===== src/rtl/bus_io.sv =====
// CPU byte-bus splitter: RAM pass-through plus a 16-byte I/O window holding a UART
// with a TX FIFO, an 8N1 transmitter and an oversampling-free mid-bit receiver.
module bus_io #(
  parameter int unsigned CLK_HZ     = 25000000,
  parameter int unsigned BAUD       = 115200,
  parameter int unsigned FIFO_DEPTH = 16,
  parameter logic [15:0] IO_BASE    = 16'hFF00
) (
  input  logic        CLOCK,
  input  logic        RESET_N,
  input  logic [15:0] I_ADDR,
  input  logic [7:0]  I_DATA,
  input  logic        I_WREN,
  output logic [7:0]  O_DATA,
  output logic        O_RAM_WREN,
  input  logic [7:0]  I_RAM_DATA,
  output logic        O_TX,
  input  logic        I_RX
);

  localparam int unsigned DIV_RAW = CLK_HZ / BAUD;
  localparam int unsigned DIV     = (DIV_RAW < 4) ? 4 : DIV_RAW;
  localparam int unsigned BCW     = $clog2(DIV);
  localparam int unsigned AW      = $clog2(FIFO_DEPTH);
  localparam int unsigned CW      = AW + 1;
  localparam logic [BCW-1:0] BAUD_LAST  = BCW'(DIV - 1);
  localparam logic [BCW-1:0] HALF_LAST  = BCW'(DIV / 2 - 1);
  localparam logic [CW-1:0]  FULL_COUNT = CW'(FIFO_DEPTH);

  typedef enum logic [1:0] {TX_IDLE, TX_START, TX_DATA, TX_STOP} tx_state_t;
  typedef enum logic [1:0] {RX_IDLE, RX_START, RX_DATA, RX_STOP} rx_state_t;

  // Address decode and register write strobes
  logic       io_sel;
  logic [3:0] offset;
  logic       wr_data, wr_status;
  logic       clr_rdy, clr_ovf, clr_ovr;

  assign io_sel     = (I_ADDR[15:4] == IO_BASE[15:4]);
  assign offset     = I_ADDR[3:0];
  assign wr_data    = io_sel & I_WREN & (offset == 4'd0);
  assign wr_status  = io_sel & I_WREN & (offset == 4'd1);
  assign clr_rdy    = wr_status & I_DATA[2];
  assign clr_ovf    = wr_status & I_DATA[3];
  assign clr_ovr    = wr_status & I_DATA[4];
  assign O_RAM_WREN = I_WREN & ~io_sel;

  // TX FIFO
  logic [7:0]    fifo_mem [FIFO_DEPTH];
  logic [AW-1:0] wr_ptr, rd_ptr;
  logic [CW-1:0] tx_count;
  logic          fifo_empty, fifo_full, push, tx_pop, tx_ovf;

  assign fifo_empty = (tx_count == '0);
  assign fifo_full  = (tx_count == FULL_COUNT);
  // A pop in the same cycle frees the slot, so a push into a full FIFO still lands.
  assign push       = wr_data & (~fifo_full | tx_pop);

  always_ff @(posedge CLOCK) begin
    if (push) fifo_mem[wr_ptr] <= I_DATA;
  end

  always_ff @(posedge CLOCK) begin
    if (!RESET_N) begin
      wr_ptr   <= '0;
      rd_ptr   <= '0;
      tx_count <= '0;
      tx_ovf   <= 1'b0;
    end else begin
      if (push)   wr_ptr <= wr_ptr + AW'(1);
      if (tx_pop) rd_ptr <= rd_ptr + AW'(1);
      case ({push, tx_pop})
        2'b10:   tx_count <= tx_count + CW'(1);
        2'b01:   tx_count <= tx_count - CW'(1);
        default: tx_count <= tx_count;
      endcase
      if (wr_data & ~push) tx_ovf <= 1'b1;
      else if (clr_ovf)    tx_ovf <= 1'b0;
    end
  end

  // TX shifter
  tx_state_t      tx_state, tx_state_n;
  logic [BCW-1:0] tx_baud;
  logic [2:0]     tx_bit;
  logic [7:0]     tx_sh;
  logic           tx_q, tx_tick, tx_idle;

  assign tx_tick = (tx_baud == BAUD_LAST);
  assign tx_idle = fifo_empty & (tx_state == TX_IDLE);
  assign O_TX    = tx_q;

  always_ff @(posedge CLOCK) begin
    if (!RESET_N) tx_state <= TX_IDLE;
    else          tx_state <= tx_state_n;
  end

  always_comb begin
    tx_state_n = tx_state;
    tx_pop     = 1'b0;
    case (tx_state)
      TX_IDLE:  if (!fifo_empty) begin tx_pop = 1'b1; tx_state_n = TX_START; end
      TX_START: if (tx_tick) tx_state_n = TX_DATA;
      TX_DATA:  if (tx_tick && tx_bit == 3'd7) tx_state_n = TX_STOP;
      TX_STOP:  if (tx_tick) begin
                  if (!fifo_empty) begin tx_pop = 1'b1; tx_state_n = TX_START; end
                  else tx_state_n = TX_IDLE;
                end
      default:  tx_state_n = TX_IDLE;
    endcase
  end

  // Line is registered one step ahead: each tick loads the level of the next bit.
  always_ff @(posedge CLOCK) begin
    if (!RESET_N) begin
      tx_baud <= '0;
      tx_bit  <= '0;
      tx_sh   <= '0;
      tx_q    <= 1'b1;
    end else if (tx_pop) begin
      tx_sh   <= fifo_mem[rd_ptr];
      tx_baud <= '0;
      tx_bit  <= '0;
      tx_q    <= 1'b0;
    end else if (tx_state != TX_IDLE) begin
      if (tx_tick) begin
        tx_baud <= '0;
        case (tx_state)
          TX_START: tx_q <= tx_sh[0];
          TX_DATA: begin
            tx_bit <= tx_bit + 3'd1;
            tx_sh  <= {1'b0, tx_sh[7:1]};
            tx_q   <= (tx_bit == 3'd7) ? 1'b1 : tx_sh[1];
          end
          default: tx_q <= 1'b1;
        endcase
      end else begin
        tx_baud <= tx_baud + BCW'(1);
      end
    end
  end

  // RX path
  rx_state_t      rx_state, rx_state_n;
  logic           rx_s1, rx_s2, rx_prev;
  logic [BCW-1:0] rx_baud;
  logic [2:0]     rx_bit;
  logic [7:0]     rx_sh, rx_hold;
  logic           rx_ready, rx_ovr, rx_half, rx_full, rx_done;

  assign rx_half = (rx_baud == HALF_LAST);
  assign rx_full = (rx_baud == BAUD_LAST);
  assign rx_done = (rx_state == RX_STOP) & rx_full;

  always_ff @(posedge CLOCK) begin
    if (!RESET_N) rx_state <= RX_IDLE;
    else          rx_state <= rx_state_n;
  end

  always_comb begin
    rx_state_n = rx_state;
    case (rx_state)
      RX_IDLE:  if (rx_prev & ~rx_s2) rx_state_n = RX_START;
      RX_START: if (rx_half) rx_state_n = rx_s2 ? RX_IDLE : RX_DATA;
      RX_DATA:  if (rx_full && rx_bit == 3'd7) rx_state_n = RX_STOP;
      RX_STOP:  if (rx_full) rx_state_n = RX_IDLE;
      default:  rx_state_n = RX_IDLE;
    endcase
  end

  always_ff @(posedge CLOCK) begin
    if (!RESET_N) begin
      rx_s1    <= 1'b1;
      rx_s2    <= 1'b1;
      rx_prev  <= 1'b1;
      rx_baud  <= '0;
      rx_bit   <= '0;
      rx_sh    <= '0;
      rx_hold  <= '0;
      rx_ready <= 1'b0;
      rx_ovr   <= 1'b0;
    end else begin
      rx_s1   <= I_RX;
      rx_s2   <= rx_s1;
      rx_prev <= rx_s2;
      if (rx_state == RX_IDLE || rx_state_n != rx_state || rx_full) rx_baud <= '0;
      else rx_baud <= rx_baud + BCW'(1);
      if (rx_state != RX_DATA) rx_bit <= '0;
      else if (rx_full) begin
        rx_bit <= rx_bit + 3'd1;
        rx_sh  <= {rx_s2, rx_sh[7:1]};
      end
      if (rx_done) rx_hold <= rx_sh;
      // A clear landing with completion is consumed by the new byte, not an overrun.
      if (rx_done & rx_ready & ~clr_rdy) rx_ovr <= 1'b1;
      else if (clr_ovr)                  rx_ovr <= 1'b0;
      if (rx_done)      rx_ready <= 1'b1;
      else if (clr_rdy) rx_ready <= 1'b0;
    end
  end

  // Register read mux
  logic [8:0] count9;
  logic [7:0] count_disp, rd_reg;

  assign count9     = 9'(tx_count);
  assign count_disp = count9[8] ? 8'hFF : count9[7:0];

  always_comb begin
    rd_reg = '0;
    case (offset)
      4'd0:    rd_reg = rx_hold;
      4'd1:    rd_reg = {3'b000, rx_ovr, tx_ovf, rx_ready, tx_idle, fifo_full};
      4'd2:    rd_reg = count_disp;
      default: rd_reg = '0;
    endcase
  end

  assign O_DATA = io_sel ? rd_reg : I_RAM_DATA;

endmodule

===== config.mk =====
export PLATFORM = sky130hd
export DESIGN_NAME = bus_io
export DESIGN_NICKNAME = d
export VERILOG_FILES = /design/src/rtl/bus_io.sv
export SDC_FILE = /design/constraint.sdc
export NUM_CORES = 1
export LEC_CHECK = 0
export CAP_MARGIN = 40
export CORE_ASPECT_RATIO = 0.8
export CORE_UTILIZATION = 60
export CTS_BUF_LIST = sky130_fd_sc_hd__clkbuf_4
export DETAILED_ROUTE_END_ITERATION = 8
export GPL_TIMING_DRIVEN = 0
export HOLD_SLACK_MARGIN = 0.15
export MAX_ROUTING_LAYER = met4
export PLACE_DENSITY = 0.78
export REMOVE_ABC_BUFFERS = 1
export SYNTH_ARGS = -nofsm -noshare
export SYNTH_HDL_FRONTEND = slang
export SYNTH_SLANG_ARGS = --single-unit

===== constraint.sdc =====
create_clock -name CLOCK -period 3.3 [get_ports CLOCK]
set_clock_uncertainty 0.15 [all_clocks]
set_input_delay 0.66 -clock CLOCK [delete_from_list [all_inputs] [get_ports CLOCK]]
set_output_delay 0.66 -clock CLOCK [all_outputs]
set_load 0.03 [all_outputs]

==> results.md <==
- Dpl cell area: 9240 µm²
- Global-route wire length before repair: 27300 µm
- Worst endpoint required time: 2.49 ns
- Global Route Usage Sum: 25.5%
- Share of the synthesized area in the top cell type: 44.8%
- Setup TNS: 0 ns
- Via count: 5316
- CP max FO: 9
- Antenna violations before repair: 0
- Antenna diodes: 0
- Area growth, synth to finish: 15.9%
- WS Path Type: input pin to output pin
- Endpoint type of the worst setup path: output pin
- Final hold viol count: 0
- Synth warn: 0
- Fmax: 0.310 GHz
- Avg WL per Cell: 18.9 µm
- Vias/cell: 5.84
- Max-cap violations: 0
- Final WL: 17200 µm
- Syn avg cell area: 14.0 µm²
- Outcome: finished, final reports clean
- Std cell rows: 38
- Unrepaired setup endpoints after global routing: false
- Antenna violation net count after detailed routing: 0
- CTS Hold Bufs: 0
- Setup Viol. Count Final: 0
- Maximum number of pins on one net before global-route repair: 30
- CP max-delay cell: clkdlybuf4s50_1
- Top post-synthesis cells by area: edfxtp_1, dfxtp_1, mux4_2, mux2i_1, ha_1
- Number of synthesized flops with an enable pin: between 100 and 150
- Share of cells above drive strength 1: 22.5%
- Register Area: 5330 µm²
- Max IR drop VDD: 0.313 mV
- CTS buffer count: between 40 and 50
- Root buf cell: clkbuf_4
- Seq/Total Area, Yosys: between 60% and 70%
- Longest Clk Path Bufs: 3
- Mapped Cells: 612
- Yosys reg bits: 202
- Leak: 3.43 nW
- Crit path cell chain: clkdlybuf4s50_1 > a211o_1 > or2_2 > o21ai_0 > clkdlybuf4s15_2
- Post-route cell area: slightly below 10000 µm²
- Total gr overflow: 0
- Die height: 109 µm
- Fill cell count: approximately 870
- Synth Flop Type: edfxtp_1
- Worst-margin pin slew: 0.810 ns
- Worst slew margin: 45.8%
- FFs w/ async S/R, synth: 0%
- Worst hold path class: register to register
- Gpl congestion: 0.845
- Core area: 13700 µm²
- Fin. max-slew vios: 0
- Critical path's largest stage delay: 0.59 ns
- Number of global-route vias before repair: 5400
- Pwr Density: between 600 and 700 nW/µm²
- Hpwl dp: ~11000 µm
- Clock Latency Late Sink: 0.60 ns
- First-pass DRT Iterations: 4
- Worst setup SP type: input pin
- Final Net Count: 752
- Htree depth: 2
- Num ports: 46
- Full die area: 14800 µm²
- TritonCTS clock tree: built
- Period utilization: 97.6%
- IO buf count: 45
- Synthesized cell area: between 8000 and 9000 µm²
- DR DRC count: 0
- Cell variety after synth: 54
- Worst EP arrival: 2.41 ns
- Area occupied by multi-input gates: 3150 µm²
- Clk pin slew, worst setup/hold paths: about 0.060 ns
- Post-synth top area cell: edfxtp_1
- Die width: 136 µm
- Period minus WS final: around 3.2 ns
- Starting Density: 62.4%
- Count of clock tree sinks: 202
- Initial DRC count: 369
-- what timing repair did --
action	CTS	global route
gates resized for setup	23	21
pin swaps	2	2
setup endpoints to repair	114	121
setup buffers	2	5
-- state kept, by name, summed over array words and instances, names as in the netlist, 4 cells and up, named ones only --
signal	flops
fifo_mem	128
wr_ptr	4
tx_sh	8
tx_baud	8
rx_sh	8
rx_baud	8
tx_count	5
rx_hold	8
rd_ptr	4
-- metal layers --
metal  vias up  wire length (µm)  share of wire, %  global-route usage [%]
met4         0               152              0.88                    6.90
met2       175              8320                48                    39.4
li1       2487                 -                 -                       -
met1      2635              7640                44                    34.5
met3        19              1100               6.4                    5.30
met5         -                 0                 0                       -
-- final cells by class --
cell class                 instances  area share (%)
sequential                       202            53.6
timing repair buffer              58            5.53
tap                              180            2.27
multi-input combinational        365            31.7
clock buffer                      78            5.89
clock inverter                     8           0.315
inverter                          19           0.718
-- power by group --
part / total, mW / leakage [nW] / internal [mW] / switching (mW)
sequential: 2.93 / 1.75 / 2.78 / 0.156
clock: 1.96 / 0.379 / 1.06 / 0.899
combinational: 1.36 / 1.30 / 0.646 / 0.716
-- cell families (layout without fill, tap and decap cells) --
group	count (synthesis)	in the layout	synth area share (%)
XOR/XNOR	22	22	2.25
multiplexers	77	77	14.8
adder cells (fa/ha/maj)	22	22	3.30
buffers and inverters	45	163	2.12
AND/OR/NAND/NOR	189	189	10.9
flip-flops	202	202	62.1
AO/OA/AOI/OAI	55	55	4.57
-- critical path, delay by kind of cell --
kind            cells  cell delay, ns
simple gates        1            0.29
compound gates      2            0.54
buf+inv             2            0.91
-- final timing paths --
check / startpoint / end / slack [ns] / cells after the start
worst min-delay path: rx_s1 / rx_s2 / 0.26 / 1
worst min register to register: rx_s1 / rx_s2 / 0.26 / 1
worst max-delay path: I_ADDR[1] / O_DATA[1] / 0.08 / 5
worst max register to register: tx_baud[0] / tx_count[4] / 0.26 / 11
-- layout by cell type, fill, tap and decap left out, drive strengths merged, types with 3 or more instances in the layout --
cell type / instances
clkbuf: 84
nand2b: 6
nand3b: 4
nor3: 6
ha: 21
a21oi: 16
xnor2: 14
nand3: 19
buf: 13
clkdlybuf4s50: 35
o31ai: 5
o21ai: 7
nor2: 70
or3: 4
mux4: 40
dfxtp: 74
a211oi: 10
xor2: 8
nand2: 34
edfxtp: 128
nor2b: 8
and3: 18
nor4: 3
clkinv: 6
inv: 21
mux2i: 37
and2: 4
-- per-stage QoR --
| stage | setup slack [ns] | hold WS (ns) | util [%] | power (mW) | instances |
|---|---|---|---|---|---|
| 2_1_floorplan | -0.0327 | 0.236 | - | 3.89 | 586 |
| 3_3_place_gp | -0.922 | 0.240 | 66.5 | 4.22 | 811 |
| 3_5_place_dp | -0.992 | 0.250 | 67.2 | 4.29 | 817 |
| 4_1_cts | 0.00391 | 0.263 | 72.1 | 6.28 | 905 |
| 5_1_grt | 0.0178 | 0.284 | 72.3 | 6.56 | 910 |
| 6_report | 0.0780 | 0.263 | 72.3 | 6.26 | 910 |
-- Yosys cell counts, types with 5 or more instances --
master    count
buf_2         7
ha_1         21
dfxtp_1      74
xor2_1        8
nand2_1      34
clkbuf_1     16
a21oi_1      14
nor2_1       70
o21ai_0       7
a211oi_1      9
mux4_2       40
inv_1        19
nor2b_1       8
o31ai_1       5
edfxtp_1    128
nand2b_1      6
xnor2_1      14
nand3_1      19
and3_1       18
mux2i_1      37
nor3_1        6
(Power assumes the default switching activity.)
